$ cat config.mk
export PLATFORM = sky130hd
export DESIGN_NAME = microseq_2910
export DESIGN_NICKNAME = d
export VERILOG_FILES = /design/src/rtl/microseq_pkg.sv /design/src/rtl/microseq_stack.sv /design/src/rtl/microseq_2910.sv
export SDC_FILE = /design/constraint.sdc
export NUM_CORES = 1
export LEC_CHECK = 0
export ABC_AREA = 1
export BUFFER_PORTS_ARGS = -buffer_cell sky130_fd_sc_hd__buf_2
export CAP_MARGIN = 20
export CORE_MARGIN = 2
export CORE_UTILIZATION = 63
export DETAILED_ROUTE_END_ITERATION = 10
export PLACE_DENSITY = 0.83
export SYNTH_ARGS = -nofsm -noshare
export SYNTH_HDL_FRONTEND = slang
export SYNTH_SLANG_ARGS = --single-unit
$ cat constraint.sdc
create_clock -name clock -period 8.5 [get_ports clock]
set_clock_uncertainty 0.15 [all_clocks]
set_input_delay 2.125 -clock clock [delete_from_list [all_inputs] [get_ports clock]]
set_output_delay 2.125 -clock clock [all_outputs]
set_load 0.005 [all_outputs]
$ cat src/rtl/microseq_pkg.sv
// rtl/microseq_pkg.sv - shared types and defaults for the microprogram sequencer
//
// Purpose: next-address instruction encoding and default sizing constants.
// Optional feature macro used elsewhere in the bundle: MICROSEQ_STACK_ERR_EN.
package microseq_pkg;

    localparam int ADDR_W_DEF      = 12;
    localparam int STACK_DEPTH_DEF = 5;

    typedef enum logic [3:0] {
        JZ   = 4'd0,
        CJS  = 4'd1,
        JMAP = 4'd2,
        CJP  = 4'd3,
        PUSH = 4'd4,
        JSRP = 4'd5,
        CJV  = 4'd6,
        JRP  = 4'd7,
        RFCT = 4'd8,
        RPCT = 4'd9,
        CRTN = 4'd10,
        CJPP = 4'd11,
        LDCT = 4'd12,
        LOOP = 4'd13,
        CONT = 4'd14,
        TWB  = 4'd15
    } inst_e;

endpackage

$ cat src/rtl/microseq_stack.sv
// rtl/microseq_stack.sv - LIFO subroutine/loop stack for the sequencer
//
// Purpose: push/pop/clear LIFO. A push while full overwrites the top slot and
// keeps SP; a pop while empty keeps SP at 0. tos_o reads 0 when empty.
// Ports:
//   clock, reset        rising-edge clock, synchronous active-high reset
//   push_i, pop_i       stack operations (mutually exclusive)
//   clear_i             empty the stack (SP <= 0), entries keep their data
//   data_i              value to push
//   tos_o               top of stack, 0 when empty
//   full_n_o            low when STACK_DEPTH entries are held (registered)
//   err_o               (MICROSEQ_STACK_ERR_EN only) push-while-full or
//                       pop-while-empty pulse for the current cycle
import microseq_pkg::*;

module microseq_stack #(
    parameter int W     = ADDR_W_DEF,
    parameter int DEPTH = STACK_DEPTH_DEF
) (
    input  logic         clock,
    input  logic         reset,
    input  logic         push_i,
    input  logic         pop_i,
    input  logic         clear_i,
    input  logic [W-1:0] data_i,
    output logic [W-1:0] tos_o,
`ifdef MICROSEQ_STACK_ERR_EN
    output logic         err_o,
`endif
    output logic         full_n_o
);

    localparam int SP_W = $clog2(DEPTH + 1);

    logic [W-1:0]    stack_q [DEPTH];
    logic [SP_W-1:0] sp_q;
    logic            full_n_q;
    logic            empty;
    logic [SP_W-1:0] wr_idx;

    assign empty  = (sp_q == '0);
    // When full the top slot is rewritten in place instead of growing.
    assign wr_idx = full_n_q ? sp_q : SP_W'(DEPTH - 1);

    always_comb begin
        tos_o = '0;
        for (int i = 0; i < DEPTH; i++) begin
            if (SP_W'(i + 1) == sp_q) tos_o = stack_q[i];
        end
    end

    always_ff @(posedge clock) begin
        if (reset) begin
            sp_q     <= '0;
            full_n_q <= 1'b1;
            for (int i = 0; i < DEPTH; i++) stack_q[i] <= '0;
        end else if (clear_i) begin
            sp_q     <= '0;
            full_n_q <= 1'b1;
        end else if (push_i) begin
            for (int i = 0; i < DEPTH; i++) begin
                if (SP_W'(i) == wr_idx) stack_q[i] <= data_i;
            end
            if (full_n_q) begin
                sp_q     <= sp_q + 1'b1;
                full_n_q <= (sp_q + 1'b1) != SP_W'(DEPTH);
            end
        end else if (pop_i && !empty) begin
            sp_q     <= sp_q - 1'b1;
            full_n_q <= 1'b1;
        end
    end

    assign full_n_o = full_n_q;

`ifdef MICROSEQ_STACK_ERR_EN
    assign err_o = (push_i & ~full_n_q) | (pop_i & empty);
`endif

endmodule

$ cat src/rtl/microseq_2910.sv
// rtl/microseq_2910.sv - Am2910-compatible microprogram sequencer top
//
// Purpose: decodes the next-address instruction, holds uPC and the loop
// counter R, and drives the next microaddress plus jump-source enables.
// Optional feature: define MICROSEQ_STACK_ERR_EN to add the sticky stack_err
// output (set on push-while-full / pop-while-empty, cleared by reset or JZ).
// Ports:
//   clock, reset   rising-edge clock, synchronous active-high reset
//   din            direct branch address / counter load value
//   inst           next-address instruction 0..15
//   cc_n, ccen_n   condition code and condition enable (active-low)
//   ci             incrementer carry, uPC <= yout + ci
//   rld_n          unconditional R load from din (active-low)
//   yout           next microaddress (combinational, 0 during reset)
//   full_n         low when the stack is full
//   pl_n, map_n, vect_n  jump-source enables decoded from inst
import microseq_pkg::*;

module microseq_2910 #(
    parameter int ADDR_W      = ADDR_W_DEF,
    parameter int STACK_DEPTH = STACK_DEPTH_DEF
) (
    input  logic              clock,
    input  logic              reset,
    input  logic [ADDR_W-1:0] din,
    input  logic [3:0]        inst,
    input  logic              cc_n,
    input  logic              ccen_n,
    input  logic              ci,
    input  logic              rld_n,
    output logic [ADDR_W-1:0] yout,
    output logic              full_n,
    output logic              pl_n,
    output logic              map_n,
`ifdef MICROSEQ_STACK_ERR_EN
    output logic              stack_err,
`endif
    output logic              vect_n
);

    logic [ADDR_W-1:0] upc_q;
    logic [ADDR_W-1:0] r_q;
    logic [ADDR_W-1:0] r_d;
    logic [ADDR_W-1:0] yout_d;
    logic [ADDR_W-1:0] tos;
    logic              pass;
    logic              rz;
    logic              push;
    logic              pop;
    logic              clear;
    logic              r_ld;
    logic              r_dec;

    assign pass = ccen_n | ~cc_n;
    assign rz   = (r_q == '0);

    always_comb begin
        yout_d = upc_q;
        push   = 1'b0;
        pop    = 1'b0;
        clear  = 1'b0;
        r_ld   = 1'b0;
        r_dec  = 1'b0;
        case (inst_e'(inst))
            JZ:   begin yout_d = '0; clear = 1'b1; end
            CJS:  if (pass) begin yout_d = din; push = 1'b1; end
            JMAP: yout_d = din;
            CJP:  if (pass) yout_d = din;
            PUSH: begin push = 1'b1; r_ld = pass; end
            JSRP: begin push = 1'b1; yout_d = pass ? din : r_q; end
            CJV:  if (pass) yout_d = din;
            JRP:  yout_d = pass ? din : r_q;
            RFCT: if (!rz) begin yout_d = tos; r_dec = 1'b1; end
                  else pop = 1'b1;
            RPCT: if (!rz) begin yout_d = din; r_dec = 1'b1; end
            CRTN: if (pass) begin yout_d = tos; pop = 1'b1; end
            CJPP: if (pass) begin yout_d = din; pop = 1'b1; end
            LDCT: r_ld = 1'b1;
            LOOP: if (pass) pop = 1'b1;
                  else yout_d = tos;
            CONT: ;
            TWB:  if (pass) pop = 1'b1;
                  else if (!rz) begin yout_d = tos; r_dec = 1'b1; end
                  else begin yout_d = din; pop = 1'b1; end
            default: ;
        endcase
        if (reset) yout_d = '0;
    end

    // External rld_n load takes priority over anything the instruction asks.
    always_comb begin
        r_d = r_q;
        if (!rld_n || r_ld) r_d = din;
        else if (r_dec)     r_d = r_q - 1'b1;
    end

    always_ff @(posedge clock) begin
        if (reset) begin
            upc_q <= '0;
            r_q   <= '0;
        end else begin
            upc_q <= yout_d + {{(ADDR_W-1){1'b0}}, ci};
            r_q   <= r_d;
        end
    end

`ifdef MICROSEQ_STACK_ERR_EN
    logic stk_err_pulse;
    logic stack_err_q;

    always_ff @(posedge clock) begin
        if (reset || clear)    stack_err_q <= 1'b0;
        else if (stk_err_pulse) stack_err_q <= 1'b1;
    end

    assign stack_err = stack_err_q;
`endif

    microseq_stack #(
        .W     (ADDR_W),
        .DEPTH (STACK_DEPTH)
    ) u_stack (
        .clock    (clock),
        .reset    (reset),
        .push_i   (push),
        .pop_i    (pop),
        .clear_i  (clear),
        .data_i   (upc_q),
        .tos_o    (tos),
`ifdef MICROSEQ_STACK_ERR_EN
        .err_o    (stk_err_pulse),
`endif
        .full_n_o (full_n)
    );

    assign yout   = yout_d;
    assign pl_n   = (inst == JMAP) || (inst == CJV);
    assign map_n  = (inst != JMAP);
    assign vect_n = (inst != CJV);

endmodule
==> qor.csv <==
stage;metric;value;unit
sta;Final Setup Violations;0;
routing;drt total wl;16.8;mm
global_route;vias in the first global route;5622;
layout;Layout area overhead;6.58;%
global_route;total gr overflow;0;
placed_design;IO Port Bufs;37;
floorplan;site row count;36;
floorplan;chip width;104;µm
sta;fin crit period;6.68;ns
global_route;GRT Overall Usage;31.6;%
hold_path;hold_sp;u_stack.sp_q[0];
layout;Final Non-Filler Cells;1095;
layout;final net count;988;
routing;DR pass1 iterations;6;
flow_run;number of max-cap violations;0;
worst_setup_path;Worst setup EP type;output pin;
global_route;first-pass GRT wire length;27.3;mm
routing;DR iter-0 viols;831;
layout;most common cell after layout, fill and taps aside;nand2_1;
clock_network;Post-CTS Repair Setup Buffers;0;
logic_synthesis;Synth Cell Area;6350;µm²
sta;Least-Margin Pin Slew;1.10;ns
sta;fmax;0.150;GHz
pwr;worst ir drop on vdd;0.149;mV
pwr;Pwr Density;163;nW/µm²
sta;Final Hold Fails;0;
routing;DR vias;6247;
sta;unrepaired setup endpoints after global routing;false;
placed_design;routability cong.;1.00;
logic_synthesis;synthesis-stage register bit count;88;
sta;fin crit share;78.6;%
clock_network;CTS root buffer;clkbuf_8;
clock_network;CTS clk-pin slew, worst paths;0.10;ns
routing;wire length on met3;1.80;mm
clock_network;hold_buf cts;0;
routing;Avg WL per Cell;15.4;µm
clock_network;Sink Count;88;
placed_design;placed instance count;1079;
logic_synthesis;Post-synth EDFFs;60;
clock_network;Resize count post-CTS;0;
worst_setup_path;Crit Path Category;in -> out;
floorplan;Die ar.;10900;µm²
global_route;initial antenna violation count;0;
clock_network;CTS tree;built;
sta;Slew HR;26.7;%
global_route;pin count of the biggest net entering global routing;51;
logic_synthesis;Syn Nets;970;
placed_design;Area after DPL;6560;µm²
worst_setup_path;Worst EP required;6.23;ns
floorplan;die height;104;µm
layout;commonest cells after routing, fill and taps aside;nand2_1, nor2_1, inv_1;
routing;WL met2;7.62;mm
routing;drc violations;0;
floorplan;initial core utilization;65.0;%
sta;hold_ws;0.398;ns
placed_design;DP Wirelength;12.0;mm
routing;Vias/cell;5.71;
worst_setup_path;startpoint class of the critical path;input pin;
clock_network;clock buffer count from CTS;9;
sta;Post-Route Setup TNS;0;ns
logic_synthesis;Cells after Synth;939;
layout;antenna cells;0;
clock_network;Clock Latency Late Sink;0.38;ns
layout;Fillers;891;
logic_synthesis;Seq/Total Area, Yosys;37.2;%
pwr;P_leak;3.22;nW
layout;proportion of layout cells with a drive suffix above 1;12.1;%
worst_setup_path;CP startpoint;ccen_n;
logic_synthesis;Synthesis Warnings;0;
logic_synthesis;asr flop ratio synth;0;%
worst_setup_path;crit-path max FO;50;
routing;M1 WL;6.92;mm
logic_synthesis;Yosys cell types;47;
logic_synthesis;Avg Inst Size Synth;6.76;µm²
hold_path;Hold Path Class;reg -> reg;
logic_synthesis;top_reg_cell synth;edfxtp_1;
sta;Max Slew Vio Count;0;
floorplan;Ports;38;
layout;Multi-input gate area;3380;µm²
floorplan;Core Footprint;9770;µm²
clock_network;CTS H-tree depth;3;
layout;Design Area, Final;6770;µm²
routing;post-detailed-route count of antenna-violating nets;0;
worst_setup_path;RR Startpoint;u_stack.sp_q[0];
layout;flip-flop and latch area;2360;µm²
routing;uppermost layer routed;met4;
worst_setup_path;Data arrival, critical path;4.41;ns
status;status;finished, final reports clean;
clock_network;CTS Buffer Depth;2;
Yosys cell counts, drive strengths merged (6+ instances only):
library cell | number | area, µm²
o21ai | 56 | 284
a31oi | 10 | 62.6
edfxtp | 60 | 1800
nand3b | 8 | 60.1
nor3 | 8 | 50.1
buf | 25 | 161
a211oi | 9 | 67.6
dfxtp | 28 | 561
or2 | 12 | 75.1
nand3 | 79 | 413
ha | 9 | 113
xor2 | 6 | 52.6
inv | 113 | 429
nand2 | 303 | 1150
a21oi | 22 | 121
nor2 | 149 | 652
clkbuf | 10 | 37.5
o211ai | 10 | 80.1
state kept, by name, indices dropped and copies added (netlist names):
name / cells
upc_q: 12
u_stack.full_n_o: 1
u_stack.stack_q: 60
r_q: 12
u_stack.sp_q: 3
worst max-delay path, stage by stage:
cell and delay, ns:
buf_2 0.11, nor2_4 0.80, inv_1 0.09, buf_4 0.30, nor2_1 0.15, nor3_1 0.06, nor3_1 0.17, nand3_1 0.13
inv_1 0.07, nand2_1 0.05, nor2_1 0.18, nor2_4 0.05, buf_2 0.13
layer usage:
metal  vias up  global-route usage (%)
met3        47                    6.58
met5         -                       0
met4         0                    13.3
met1      2827                    43.3
met2       306                    48.7
li1       3067                       -
path summary, 6_finish.rpt:
kind                     end  slack [ns]  cells past startpoint
max reg2reg         upc_q[9]        4.16                     21
min          u_stack.sp_q[0]        0.40                      2
min reg2reg  u_stack.sp_q[0]        0.40                      2
max                  yout[6]        1.82                     13
cell families after synthesis:
group,count (synthesis),share of synthesized area [%]
simple gates,566,38.8
buf+inv,148,9.89
compound gates,122,11.5
flops,88,37.2
fa+ha+maj,9,1.77
xor+xnor,6,0.827
where the power goes:
group | switching [mW] | internal (mW) | leakage, nW
logic | 0.198 | 0.0868 | 2.26
clock network | 0.167 | 0.142 | 0.100
registers | 0.0223 | 0.486 | 0.854
total | 0.387 | 0.715 | 3.22
cell type report:
class	count	area share [%]
Multi-Input combinational cell	703	49.9
Sequential cell	88	34.9
Inverter	113	6.34
Timing Repair Buffer	42	3.35
Tap cell	133	2.46
Clock buffer	9	1.83
Clock inverter	7	1.26
through the flow:
stage	utilization (%)	setup WS, ns	total power, mW
floorplan	-	2.70	0.723
CTS	69.3	1.86	1.10
finish	69.3	1.82	1.10
global route	69.3	1.57	1.16
detailed placement	67.1	1.86	0.794
global placement	67.0	1.92	0.789
No activity file was read; power rests on OpenSTA's default activity.
